## src/rtl/ws2812b_frame_scheduler.sv

```systemverilog
`timescale 1ns/1ps
// ws2812b_frame_scheduler
//   Frame sequencer for a WS2812B LED panel. Reads one 24-bit {G,R,B} pixel at a
//   time from a double-buffered frame RAM. Hands the three bytes to the bit
//   serializer over valid/ready, in G, R, B order. Holds the line in latch
//   (reset) for LATCH_CYCLES, then waits until FRAME_CYCLES have elapsed since
//   the frame started. Owns the displayed-buffer select and only swaps it at the
//   end of a frame.
//
//   Ports
//     clk_i, rst_i          clock, synchronous active-high reset
//     start_i               level: run frames back to back while high
//     swap_req_i/swap_ack_o buffer swap request (held) / 1-cycle grant
//     buf_sel_o             frame buffer being displayed
//     rd_en_o, rd_addr_o    frame RAM read strobe and pixel index
//     rd_data_i             {G,R,B}, valid the cycle after rd_en_o
//     byte_o, byte_valid_o, byte_ready_i   byte stream to the serializer
//     latch_o               high during the inter-frame latch gap
//     busy_o                high whenever not idle
//     frame_done_o          pulse on the last latch cycle
//
//   Optional feature: define WS2812B_SCHED_BRIGHTNESS_EN to add brightness_i
//   (8 bit). Each fetched byte is then scaled by (brightness_i+1)/256.
//   brightness_i is sampled once per frame, when pixel 0 is fetched.
module ws2812b_frame_scheduler #(
  parameter int NUM_LED      = 768,
  parameter int ADDR_W       = 10,
  parameter int LATCH_CYCLES = 5000,
  parameter int FRAME_CYCLES = 1666667
) (
  input  logic              clk_i,
  input  logic              rst_i,
  input  logic              start_i,
  input  logic              swap_req_i,
  output logic              swap_ack_o,
  output logic              buf_sel_o,
  output logic              rd_en_o,
  output logic [ADDR_W-1:0] rd_addr_o,
  input  logic [23:0]       rd_data_i,
  output logic [7:0]        byte_o,
  output logic              byte_valid_o,
  input  logic              byte_ready_i,
  output logic              latch_o,
  output logic              busy_o,
  output logic              frame_done_o
`ifdef WS2812B_SCHED_BRIGHTNESS_EN
  ,
  input  logic [7:0]        brightness_i
`endif
);

  typedef enum logic [2:0] {S_IDLE, S_FETCH, S_WAIT, S_SEND, S_LATCH, S_HOLD} state_t;

  localparam logic [ADDR_W-1:0] LAST_ADDR  = ADDR_W'(NUM_LED - 1);
  localparam logic [31:0]       LATCH_LAST = 32'(LATCH_CYCLES - 1);
  localparam logic [31:0]       FRAME_LAST = 32'(FRAME_CYCLES - 1);

  // Frame-period counter must never wrap back to a small value, so it sticks at all-ones.
  function automatic logic [31:0] sat_inc(input logic [31:0] v);
    return (v == 32'hFFFF_FFFF) ? v : v + 32'd1;
  endfunction

`ifdef WS2812B_SCHED_BRIGHTNESS_EN
  // byte * (br + 1) >> 8; max product 255*256 fits in 16 bits, so br=0xFF is identity.
  function automatic logic [7:0] scale_byte(input logic [7:0] b, input logic [7:0] br);
    logic [16:0] p;
    p = 17'(b) * (17'(br) + 17'd1);
    return p[15:8];
  endfunction
  logic [7:0] bright_q, bright_d;
`endif

  state_t            state_q, state_d;
  logic [ADDR_W-1:0] addr_q, addr_d;
  logic [1:0]        byte_idx_q, byte_idx_d;
  logic [31:0]       latch_cnt_q, latch_cnt_d;
  logic [31:0]       frame_cnt_q, frame_cnt_d;
  logic              buf_sel_q, buf_sel_d;
  logic [23:0]       hold_q, hold_d;

  // Control state: reset applies here only.
  always_ff @(posedge clk_i) begin
    if (rst_i) begin
      state_q     <= S_IDLE;
      addr_q      <= '0;
      byte_idx_q  <= '0;
      latch_cnt_q <= '0;
      frame_cnt_q <= '0;
      buf_sel_q   <= 1'b0;
    end else begin
      state_q     <= state_d;
      addr_q      <= addr_d;
      byte_idx_q  <= byte_idx_d;
      latch_cnt_q <= latch_cnt_d;
      frame_cnt_q <= frame_cnt_d;
      buf_sel_q   <= buf_sel_d;
    end
  end

  // Pixel data path: no reset, byte_o is gated by state instead.
  always_ff @(posedge clk_i) begin
    hold_q <= hold_d;
`ifdef WS2812B_SCHED_BRIGHTNESS_EN
    bright_q <= bright_d;
`endif
  end

  always_comb begin
    state_d      = state_q;
    addr_d       = addr_q;
    byte_idx_d   = byte_idx_q;
    latch_cnt_d  = latch_cnt_q;
    buf_sel_d    = buf_sel_q;
    hold_d       = hold_q;
`ifdef WS2812B_SCHED_BRIGHTNESS_EN
    bright_d     = bright_q;
`endif
    // Counts from the FETCH of pixel 0 onward; parked while idle.
    frame_cnt_d  = (state_q == S_IDLE) ? frame_cnt_q : sat_inc(frame_cnt_q);
    rd_en_o      = 1'b0;
    byte_o       = 8'h00;
    byte_valid_o = 1'b0;
    latch_o      = 1'b0;
    frame_done_o = 1'b0;
    swap_ack_o   = 1'b0;

    case (state_q)
      S_IDLE: begin
        if (start_i) begin
          state_d     = S_FETCH;
          addr_d      = '0;
          frame_cnt_d = '0;
        end
      end
      S_FETCH: begin
        rd_en_o = 1'b1;
        state_d = S_WAIT;
`ifdef WS2812B_SCHED_BRIGHTNESS_EN
        if (addr_q == '0) bright_d = brightness_i;
`endif
      end
      S_WAIT: begin
`ifdef WS2812B_SCHED_BRIGHTNESS_EN
        hold_d = {scale_byte(rd_data_i[23:16], bright_q),
                  scale_byte(rd_data_i[15:8],  bright_q),
                  scale_byte(rd_data_i[7:0],   bright_q)};
`else
        hold_d = rd_data_i;
`endif
        byte_idx_d = 2'd0;
        state_d    = S_SEND;
      end
      S_SEND: begin
        byte_valid_o = 1'b1;
        case (byte_idx_q)
          2'd0:    byte_o = hold_q[23:16];
          2'd1:    byte_o = hold_q[15:8];
          default: byte_o = hold_q[7:0];
        endcase
        if (byte_ready_i) begin
          if (byte_idx_q != 2'd2) begin
            byte_idx_d = byte_idx_q + 2'd1;
          end else if (addr_q != LAST_ADDR) begin
            addr_d  = addr_q + ADDR_W'(1);
            state_d = S_FETCH;
          end else begin
            latch_cnt_d = '0;
            state_d     = S_LATCH;
          end
        end
      end
      S_LATCH: begin
        latch_o = 1'b1;
        if (latch_cnt_q == LATCH_LAST) begin
          frame_done_o = 1'b1;
          state_d      = S_HOLD;
          // Only point where the displayed buffer may change; a reset in the
          // same cycle suppresses the grant.
          if (swap_req_i) begin
            swap_ack_o = !rst_i;
            buf_sel_d  = !buf_sel_q;
          end
        end else begin
          latch_cnt_d = latch_cnt_q + 32'd1;
        end
      end
      S_HOLD: begin
        if (frame_cnt_q >= FRAME_LAST) begin
          frame_cnt_d = '0;
          addr_d      = '0;
          state_d     = start_i ? S_FETCH : S_IDLE;
        end
      end
      default: state_d = S_IDLE;
    endcase
  end

  assign rd_addr_o = addr_q;
  assign buf_sel_o = buf_sel_q;
  assign busy_o    = (state_q != S_IDLE);

endmodule
```

## config.mk

```make
export PLATFORM = sky130hd
export DESIGN_NAME = ws2812b_frame_scheduler
export DESIGN_NICKNAME = d
export VERILOG_FILES = /design/src/rtl/ws2812b_frame_scheduler.sv
export SDC_FILE = /design/constraint.sdc
export NUM_CORES = 1
export LEC_CHECK = 0
export BUFFER_PORTS_ARGS = -buffer_cell sky130_fd_sc_hd__buf_2
export CAP_MARGIN = 10
export CORE_MARGIN = 2
export CORE_UTILIZATION = 40
export CTS_BUF_LIST = sky130_fd_sc_hd__clkbuf_8
export DETAILED_ROUTE_END_ITERATION = 10
export PLACE_DENSITY_LB_ADDON = 0.25
export RECOVER_POWER = 50
export SLEW_MARGIN = 20
export SYNTH_ARGS = -nofsm -noshare
export SYNTH_HDL_FRONTEND = slang
export SYNTH_SLANG_ARGS = --single-unit
```

## constraint.sdc

```tcl
create_clock -name clk_i -period 5.1 [get_ports clk_i]
set_clock_uncertainty 0.2 [all_clocks]
set_input_delay 0.255 -clock clk_i [delete_from_list [all_inputs] [get_ports clk_i]]
set_output_delay 0.255 -clock clk_i [all_outputs]
set_load 0.02 [all_outputs]
```

==> results of run 1 <==
## path summary, 6_finish.rpt
| kind | from | end | slack, ns | cells past startpoint |
|---|---|---|---|---|
| setup / recovery | state_q[0] | latch_cnt_q[13] | 1.27 | 5 |
| hold / removal | rst_i | byte_idx_q[0] | 0.05 | 2 |
| setup reg to reg | state_q[0] | latch_cnt_q[13] | 1.27 | 5 |
| hold reg to reg | latch_cnt_q[14] | latch_cnt_q[14] | 0.29 | 2 |
## routing by layer
| layer | global-route usage | wire (um) |
|---|---|---|
| met5 | 0 | 0 |
| met4 | 0.0761 | 191 |
| met3 | 0.0402 | 447 |
| met2 | 0.296 | 5870 |
| met1 | 0.226 | 5590 |
## stage by stage
| stage | hold slack [ns] | cells |
|---|---|---|
| final | 0.0496 | 827 |
| after global routing | 0.0708 | 827 |
| after CTS | 0.0344 | 827 |
| after detailed placement | 0.233 | 786 |
| after global placement | 0.232 | 786 |
| after floorplan | 0.154 | 584 |
## logic make-up (layout without fill, tap and decap cells)
logic type / after synthesis / after routing
AOI/OAI and AO/OA: 93 / 93
xor gates and xnor gates: 45 / 45
adders and majority gates: 7 / 7
buffers and inverters: 36 / 107
DFF: 104 / 104
muxes: 2 / 2
and+or+nand+nor: 297 / 297
## area by class of cell
type,count,area (um2),share of cell area
Clock inverter,7,32.5,0.00549
Timing Repair Buffer,80,514,0.0868
Clock buffer,9,124,0.0209
Inverter,11,41.3,0.00697
Tap cell,172,215,0.0363
Multi-Input combinational cell,444,2680,0.452
Sequential cell,104,2320,0.392
## state kept, by name, summed over array words and instances, names as in the netlist
name	flops
buf_sel_o	1
byte_idx_q	2
frame_cnt_q	32
hold_q	24
latch_cnt_q	32
rd_addr_o	10
state_q	3
## critical path, stage by stage (launching register included)
cell and delay (ns):
dfxtp_1 0.58, nand3b_1 0.57, nor4_1 1.32, o211ai_1 0.43
or4_1 0.58, nand2_1 0.08
## cell usage after synthesis (5+ instances only)
cell and count:
a21oi_1 29, a22oi_1 9, a31oi_1 5, and2_1 5
and3_1 15, and4_1 7, buf_2 9, buf_4 5
clkbuf_1 10, dfxtp_1 80, edfxtp_1 24, ha_1 7
inv_1 10, nand2_1 57, nand3_1 40, nand4_1 29
nor2_1 77, nor2b_1 5, nor3_1 14, nor4_1 7
o211ai_1 5, o21ai_0 15, or3_1 13, xnor2_1 20
xor2_1 25
## power breakdown
group          total [mW]  switching (mW)  internal [mW]  leakage (nW)
combinational       0.155          0.0989         0.0561          1.12
clock               0.442           0.272          0.169        0.0902
sequential          0.887          0.0175          0.870         0.867
==> summary.txt, run 1 <==
Synth
  – Post-synthesis cell area: 0.00521 mm2
  – EDFF count, synth: 24
  – Synth Area in Compound Gates: 0.119
  – Post-synth cell types: 59
  – Largest family of logic cells by synthesized area: simple AND/OR/NAND/NOR gates
  – Top-area cell type share of the netlist area: 0.308
  – Fraction of the mapped netlist area in simple logic gates: 0.305
  – Synth Instances: 584
  – Post-synth net total: 620
  – Synth area leader: dfxtp_1
  – Synth Area in Adders: 0.0168
  – XOR/XNOR Fraction of Synth Area: 0.0757
  – Synth Flop Type: dfxtp_1
  – Yosys reg bits: 104
  – Multiplexer area fraction after synthesis: 0.00385
  – Synth area leaders: dfxtp_1 (31%), edfxtp_1 (14%), nor2_1 (5.6%)
  – Register area share after synthesis: 0.446
  – Fraction of registers with async set/reset: 0
  – Yosys warning count: 0
  – Avg Cell Area, Syn: 8.91 um2

Drt
  – DRC: 0
  – Post-DRT Antenna Nets: 0
  – Via count: 4566
  – Wirelength per Cell: 14.6 um
  – Avg Vias per Cell: 5.52
  – Initial DRC count: 258
  – Final wirelength: 12100 um
  – DRT Pass-1 Iters: 4

Layout
  – Most frequent cells in the layout: dfxtp_1 (80), nor2_1 (77), nand2_1 (57), nand3_1 (40), buf_2 (40)
  – Share of cells above drive strength 1: 0.101
  – Final Cell Area: 0.00593 mm2
  – Fin util: 0.468
  – Fillers: 1241
  – Area grow syn2layout: 13.8%
  – Nets: 686
  – Commonest non-fill, non-tap cell in the layout: dfxtp_1
  – # diodes: 0

Die
  – Row cnt: 41
  – Boundary Pins: 54
  – Height of the die: 118 um
  – Die extent in x: 118 um
  – Die area: 0.0139 mm2
  – Initial Util: 0.411
  – Core Area: 0.0127 mm2

Worst setup path
  – Startpoint Class: flip-flop
  – Crit path kind: flip-flop to flip-flop
  – Max FO, Critical Path: 17
  – Worst path arrival time: 3.95 ns
  – CP Capture Type: flip-flop
  – Worst path required time: 5.22 ns

Timing
  – Worst-Margin Slew: 1.98 ns
  – Setup WS post-layout: 1.27 ns
  – Fin crit period: 3.83 ns
  – Max Clock Freq: 0.261 GHz
  – Slew Viols, Final: 25
  – Max-slew headroom: -0.325
  – Setup TNS: 0 ns
  – Tcrit/Tclk final: 0.751
  – RSZ-0062 raised after global routing: false
  – Setup violators final: 0
  – Hold Violations, Final: 0

GRT
  – Initial antenna violation count: 0
  – Number of global-route vias before repair: 4407
  – First-pass GRT wire length: 20700 um
  – All-Layer GR Usage: 0.179
  – GRT overflow: 0
  – Largest net degree at the start of global routing: 32

Placement
  – PortBufs: 53
  – HPWL after detailed placement: 8210 um
  – Placed inst area: 0.00557 mm2
  – Placer Congestion: 0.839
  – Post-Place Setup Slack: 1.98 ns

Pwr
  – Pwr/cell area: 250 mW/mm2
  – VDD IR max: 135 uV
  – Lkg Pwr: 2.07 nW
  – Total power: 1.48 mW

Clocking
  – Clk buf depth: 2
  – Worst-path clk slew: 0.10 ns
  – CTS hold repair buffers: 25
  – Clock root cell: clkbuf_8
  – Clock Latency Late Sink: 0.38 ns
  – # resized after CTS: 0
  – CTS tree: yes
  – Post-CTS Setup Inserts: 0
  – Clock sink total: 104
  – TritonCTS buffer count: 9
  – CTS H-tree depth: 3

Run status
  – Failing checks: capacitance limit, slew limit
  – Status: complete, but fails checks

Run
  – Max-Cap Viols: 1

Min path
  – Worst hold path class: input pin to flip-flop
(Power assumes the default switching activity.)
==> inputs of run 2 (changes only) <==
clock period = 3.5 ns   (was 5.1 ns; I/O delays follow)
==> run 2 against run 1 <==
Compared with the run above:
- the run now ends clean
- sequential share of layout area down 0.62 points
- design area up 1.6%
- clock-buffer cell count unchanged
- first-iteration DRC count up 1.6%
- highest routed layer unchanged
==> summary.txt, run 2 (synthesis results as in run 1) <==
Min path
  – Worst hold path class: input pin to flip-flop

Timing
  – Fin crit period: 2.69 ns (-1.14 ns)
  – Worst-Margin Slew: 1.31 ns (-0.673 ns)
  – Setup violators final: 0 (unchanged)
  – Hold Violations, Final: 0 (unchanged)
  – Max-slew headroom: 0.126 (+0.451)
  – RSZ-0062 raised after global routing: false
  – WHS: 0.130 ns (+0.0801 ns)
  – Max Clock Freq: 0.372 GHz (+42%)
  – Tcrit/Tclk final: 0.769 (+0.0176)
  – Setup TNS: 0 ns (unchanged)
  – Slew Viols, Final: 0 (-100%)

Worst setup path
  – CP Capture Type: flip-flop
  – Worst path required time: 3.59 ns (-1.63 ns)
  – Max FO, Critical Path: 11 (-6)
  – Worst path arrival time: 2.78 ns (-1.17 ns)
  – Crit path kind: flip-flop to flip-flop
  – Startpoint Class: flip-flop

Clocking
  – Clock sink total: 104 (unchanged)
  – Clock Latency Late Sink: 0.39 ns (about the same)
  – TritonCTS buffer count: 9 (unchanged)
  – Post-CTS Setup Inserts: 0 (unchanged)
  – CTS tree: yes
  – CTS H-tree depth: 3 (unchanged)
  – CTS hold repair buffers: 28 (+12%)
  – Clock root cell: clkbuf_8
  – # resized after CTS: 0 (unchanged)
  – Worst-path clk slew: 0.10 ns (about the same)
  – Clk buf depth: 2 (unchanged)

Layout
  – Largest regs: frame_cnt_q x32, latch_cnt_q x32, hold_q x24
  – Share of cells above drive strength 1: 0.109 (+0.00816)
  – Commonest non-fill, non-tap cell in the layout: dfxtp_1
  – Layout Cells excl Fill: 834 (+0.85%)
  – Nets: 692 (+0.87%)
  – Most frequent cells in the layout: dfxtp_1 (80), nor2_1 (77), nand2_1 (57), nand3_1 (40), buf_2 (39)
  – Final Cell Area: 0.00602 mm2 (+1.6%)
  – Area grow syn2layout: 15.7%

Placement
  – Placed inst area: 0.00560 mm2 (+0.40%)
  – PortBufs: 53 (unchanged)
  – HPWL after detailed placement: 8220 um (+0.15%)
  – Placer Congestion: 0.845 (+0.74%)
  – Placed cells: 789 (+0.38%)

Die
  – Core Area: 0.0127 mm2 (unchanged)
  – Row cnt: 41 (unchanged)
  – Boundary Pins: 54 (unchanged)
  – Initial Util: 0.411 (unchanged)
  – Die area: 0.0139 mm2 (unchanged)
  – Die extent in x: 118 um (unchanged)
  – Height of the die: 118 um (unchanged)

GRT
  – Number of global-route vias before repair: 4280 (-2.9%)
  – Initial antenna violation count: 1 (+1)
  – Largest net degree at the start of global routing: 32 (unchanged)
  – First-pass GRT wire length: 20300 um (-1.7%)
  – GRT overflow: 0 (unchanged)
  – All-Layer GR Usage: 0.177 (-0.00273)

Run status
  – Status: finished clean

Drt
  – Initial DRC count: 262 (+1.6%)
  – DRC: 0 (unchanged)
  – Via count: 4491 (-1.6%)
  – Wirelength per Cell: 14.2 um (-3.2%)
  – Final wirelength: 11800 um (-2.3%)
  – Post-DRT Antenna Nets: 0 (unchanged)
  – Avg Vias per Cell: 5.38 (-2.5%)
  – DRT Pass-1 Iters: 4 (unchanged)

Run
  – Max-Cap Viols: 0 (-1)

Pwr
  – Pwr/cell area: 366 mW/mm2 (+46%)
  – VDD IR max: 219 uV (+62%)
  – Lkg Pwr: 2.14 nW (+3.3%)
## run 2: changes by cell type in the layout (fill, tap and decap cells not counted), sizes merged
cell         change
buf              +1
clkbuf           +2
clkinv           +3
clkinvlp         -1
diode            +1
dlygate4sd3      +3
inv              -2
## run 2: path summary, 6_finish.rpt
check | startpoint | endpoint | slack, ns | cells past startpoint
setup reg to reg | rd_addr_o[0] | latch_cnt_q[31] | 0.81 | 8
hold reg to reg | latch_cnt_q[1] | latch_cnt_q[1] | 0.29 | 2
setup / recovery | rd_addr_o[0] | latch_cnt_q[31] | 0.81 | 8
hold / removal | start_i | frame_cnt_q[0] | 0.13 | 4
## run 2: metal layers
metal,up-vias,part of all wire,GRT usage
met4,0,0.016,0.0580
met1,2116,0.47,0.228
met3,17,0.048,0.0528
li1,2280,-,-
met5,-,0,0
met2,78,0.47,0.283
## run 2: where the power goes
part / switching (mW) / total, mW / internal [mW] / leakage [nW]
Sequential: 0.0272 / 1.29 / 1.27 / 0.867
Clock: 0.423 / 0.682 / 0.259 / 0.0886
Combinational: 0.141 / 0.227 / 0.0859 / 1.19
Total: 0.591 / 2.20 / 1.61 / 2.14
## run 2: worst max-delay path, cell delays in order (launching register included)
cell	delay, ns
dfxtp_1	0.43
ha_1	0.24
nand3_1	0.20
or2_0	0.33
or3_1	0.53
nand2_1	0.18
buf_4	0.19
nor2_1	0.05
a31o_2	0.24
## run 2: area by class of cell
| type | instances | area (um2) |
|---|---|---|
| Clock inverter | 7 | 47.5 |
| Inverter | 11 | 41.3 |
| Tap cell | 172 | 215 |
| Fill cell | 1219 | 6650 |
| Sequential cell | 104 | 2320 |
| Timing Repair Buffer | 86 | 562 |
| Multi-Input combinational cell | 444 | 2710 |
| Clock buffer | 9 | 124 |
| Antenna cell | 1 | 2.50 |
## run 2: through the flow
stage | power, mW | setup slack, ns | util
5_1_grt | 2.31 | 0.614 | 0.475
6_report | 2.20 | 0.810 | 0.475
4_1_cts | 2.24 | 0.797 | 0.477
3_5_place_dp | 1.53 | 0.858 | 0.442
2_1_floorplan | 1.46 | 1.01 | -
3_3_place_gp | 1.52 | 0.870 | 0.442
==> inputs of run 3 (changes only) <==
clock period = 2.34 ns   (was 3.5 ns; I/O delays follow)
==> run 3 against run 2 <==
Compared with the run above:
- via count is 7.7% higher
- routed wire length increased by 12%
- combinational power rose by 80%
- flip-flop and latch count unchanged
- register-to-register slack worse by 0.79 ns
- worst setup slack got worse by 0.79 ns
- global-route usage up 0.70 points
- critical endpoint is now latch_cnt_q[10]
- largest power group unchanged
==> summary.txt, run 3 (synthesis results as in run 1) <==
Clocking
  – Worst-path clk slew: 0.10 ns (about the same)
  – CTS H-tree depth: 3 (unchanged)
  – Clock Latency Late Sink: 0.38 ns (about the same)
  – Clock root cell: clkbuf_8
  – CTS tree: yes
  – Clock sink total: 104 (unchanged)
  – TritonCTS buffer count: 9 (unchanged)
  – Clk buf depth: 2 (unchanged)

Die
  – Die extent in x: 118 um (unchanged)
  – Height of the die: 118 um (unchanged)
  – Core Area: 0.0127 mm2 (unchanged)
  – Initial Util: 0.411 (unchanged)
  – Die area: 0.0139 mm2 (unchanged)
  – Boundary Pins: 54 (unchanged)
  – Row cnt: 41 (unchanged)

Run status
  – Status: finished clean

Pwr
  – Switching Share: 0.254 (-0.0145)
  – Flop pwr share: 0.558 (-0.029)
  – Sw power: 0.877 mW (+48%)
  – Lkg Pwr: 2.47 nW (+15%)
  – Pwr/cell area: 519 mW/mm2 (+42%)
  – Total power: 3.45 mW (+57%)
  – VDD IR max: 546 uV (+150%)
  – Clk network pwr share: 0.324 (+0.014)
  – Power share of the combinational group: 0.118 (+0.015)
  – Cell Int Power: 2.58 mW (+60%)

Timing
  – Fin crit period: 2.32 ns (-0.372 ns)
  – Setup violators final: 0 (unchanged)
  – Tcrit/Tclk final: 0.991 (+0.222)
  – Setup TNS: 0 ns (unchanged)
  – Max Clock Freq: 0.431 GHz (+16%)
  – RSZ-0062 raised after global routing: true
  – Hold Violations, Final: 0 (unchanged)
  – Max-slew headroom: 0.598 (+0.472)
  – WHS: 0.0999 ns (-0.0298 ns)
  – Slew Viols, Final: 0 (unchanged)
  – Worst-Margin Slew: 0.598 ns (-0.713 ns)
  – Setup WS post-layout: 0.0215 ns (-0.788 ns)

Drt
  – Final wirelength: 13200 um (+12%)
  – DRT Pass-1 Iters: 5 (+1)
  – Wirelength per Cell: 14.9 um (+5.4%)
  – Avg Vias per Cell: 5.48 (+1.8%)
  – Post-DRT Antenna Nets: 0 (unchanged)
  – Initial DRC count: 382 (+46%)
  – DRC: 0 (unchanged)
  – Via count: 4839 (+7.7%)

Worst setup path
  – Startpoint Class: flip-flop
  – CP delay by family, top: simple AND/OR/NAND/NOR gates
  – CP max stage delay: 0.39 ns (-0.14 ns)
  – CP Capture Type: flip-flop
  – Crit path kind: flip-flop to flip-flop
  – Critical path buffers and inverters: 3 (+2)
  – Cell repeated most along the worst path: buf_4
  – Worst path required time: 2.46 ns (-1.13 ns)
  – Slowest library cell on the worst path: nor4_4
  – Worst path arrival time: 2.44 ns (-0.34 ns)
  – Critical path, cell by cell: inv_4 > ha_4 > nand4b_1 > nor4_4 > buf_4 > buf_4 > o211ai_1 > or3_1 > a21oi_1
  – Max FO, Critical Path: 4 (-7)

GRT
  – Initial antenna violation count: 1 (unchanged)
  – GRT overflow: 0 (unchanged)
  – GR Util met3: 0.0514 (-0.00145)
  – Number of global-route vias before repair: 4470 (+4.4%)
  – GRT met1 Usage: 0.232 (+0.00436)
  – Largest net degree at the start of global routing: 32 (unchanged)
  – Met2 global-route usage: 0.297 (+0.0145)
  – First-pass GRT wire length: 21200 um (+4.2%)
  – Most Crowded Layer GR: met2
  – All-Layer GR Usage: 0.184 (+0.00696)

Layout
  – Share of cells above drive strength 1: 0.228 (+0.119)
  – Nets: 742 (+7.2%)
  – Largest regs: frame_cnt_q x32, latch_cnt_q x32, hold_q x24
  – Fin util: 0.525 (+0.0501)
  – Commonest non-fill, non-tap cell in the layout: dfxtp_1
  – Layout Cells excl Fill: 883 (+5.9%)
  – # diodes: 0 (-1)
  – Most frequent cells in the layout: dfxtp_1 (73), nor2_1 (72), nand2_1 (56), buf_4 (53), buf_2 (41)
  – Final Cell Area: 0.00666 mm2 (+11%)
  – Area grow syn2layout: 27.9%

Placement
  – PortBufs: 53 (unchanged)
  – Placed cells: 827 (+4.8%)
  – Placed inst area: 0.00591 mm2 (+5.7%)
  – HPWL after detailed placement: 8970 um (+9.1%)
  – Post-Place Setup Slack: 0.0414 ns (-0.817 ns)
  – Placer Congestion: 0.843 (-0.18%)

Min path
  – Worst hold path class: input pin to flip-flop

Run
  – Max-Cap Viols: 0 (unchanged)
run 3: tightest hold or removal path, stage by stage:
cell      delay [ns]
buf_2           0.12
o21ai_0         0.14
a211oi_1        0.08
nor3_1          0.17
run 3: power by group through the flow:
stage	Clock [mW]	Sequential, mW	Combinational (mW)
final	1.12	1.93	0.408
after global routing	1.21	1.94	0.449
after CTS	1.15	1.93	0.393
after detailed placement	0	1.97	0.357
after global placement	0	1.96	0.350
after floorplan	0	1.96	0.235
run 3: repair_timing:
item                                    in CTS  in global routing
gates cloned                                 0                  1
endpoints found under the setup margin       2                 65
hold buffers                                28                  0
pin swaps                                    2                 17
resized for setup                            5                 41
setup buffers                                3                  8
hold endpoints to repair                    32                  0
run 3: cell type report:
class / count / area [um2]
Inverter: 11 / 43.8
Multi-Input combinational cell: 444 / 2880
Clock inverter: 6 / 55.1
Clock buffer: 10 / 138
Fill cell: 1195 / 6010
Sequential cell: 104 / 2330
Tap cell: 172 / 215
Timing Repair Buffer: 136 / 990
run 3: final timing paths:
path	startpoint	endpoint	slack (ns)	cells after the start
worst max register to register	byte_idx_q[0]	latch_cnt_q[10]	0.02	9
worst max-delay path	byte_idx_q[0]	latch_cnt_q[10]	0.02	9
worst min-delay path	start_i	frame_cnt_q[0]	0.1	4
worst min register to register	latch_cnt_q[14]	latch_cnt_q[14]	0.28	2
run 3: metal layers:
metal  up-vias  part of all wire
li1       2365                 -
met1      2335              0.44
met2       114              0.50
met3        23             0.046
met4         2             0.018
met5         -           0.00099
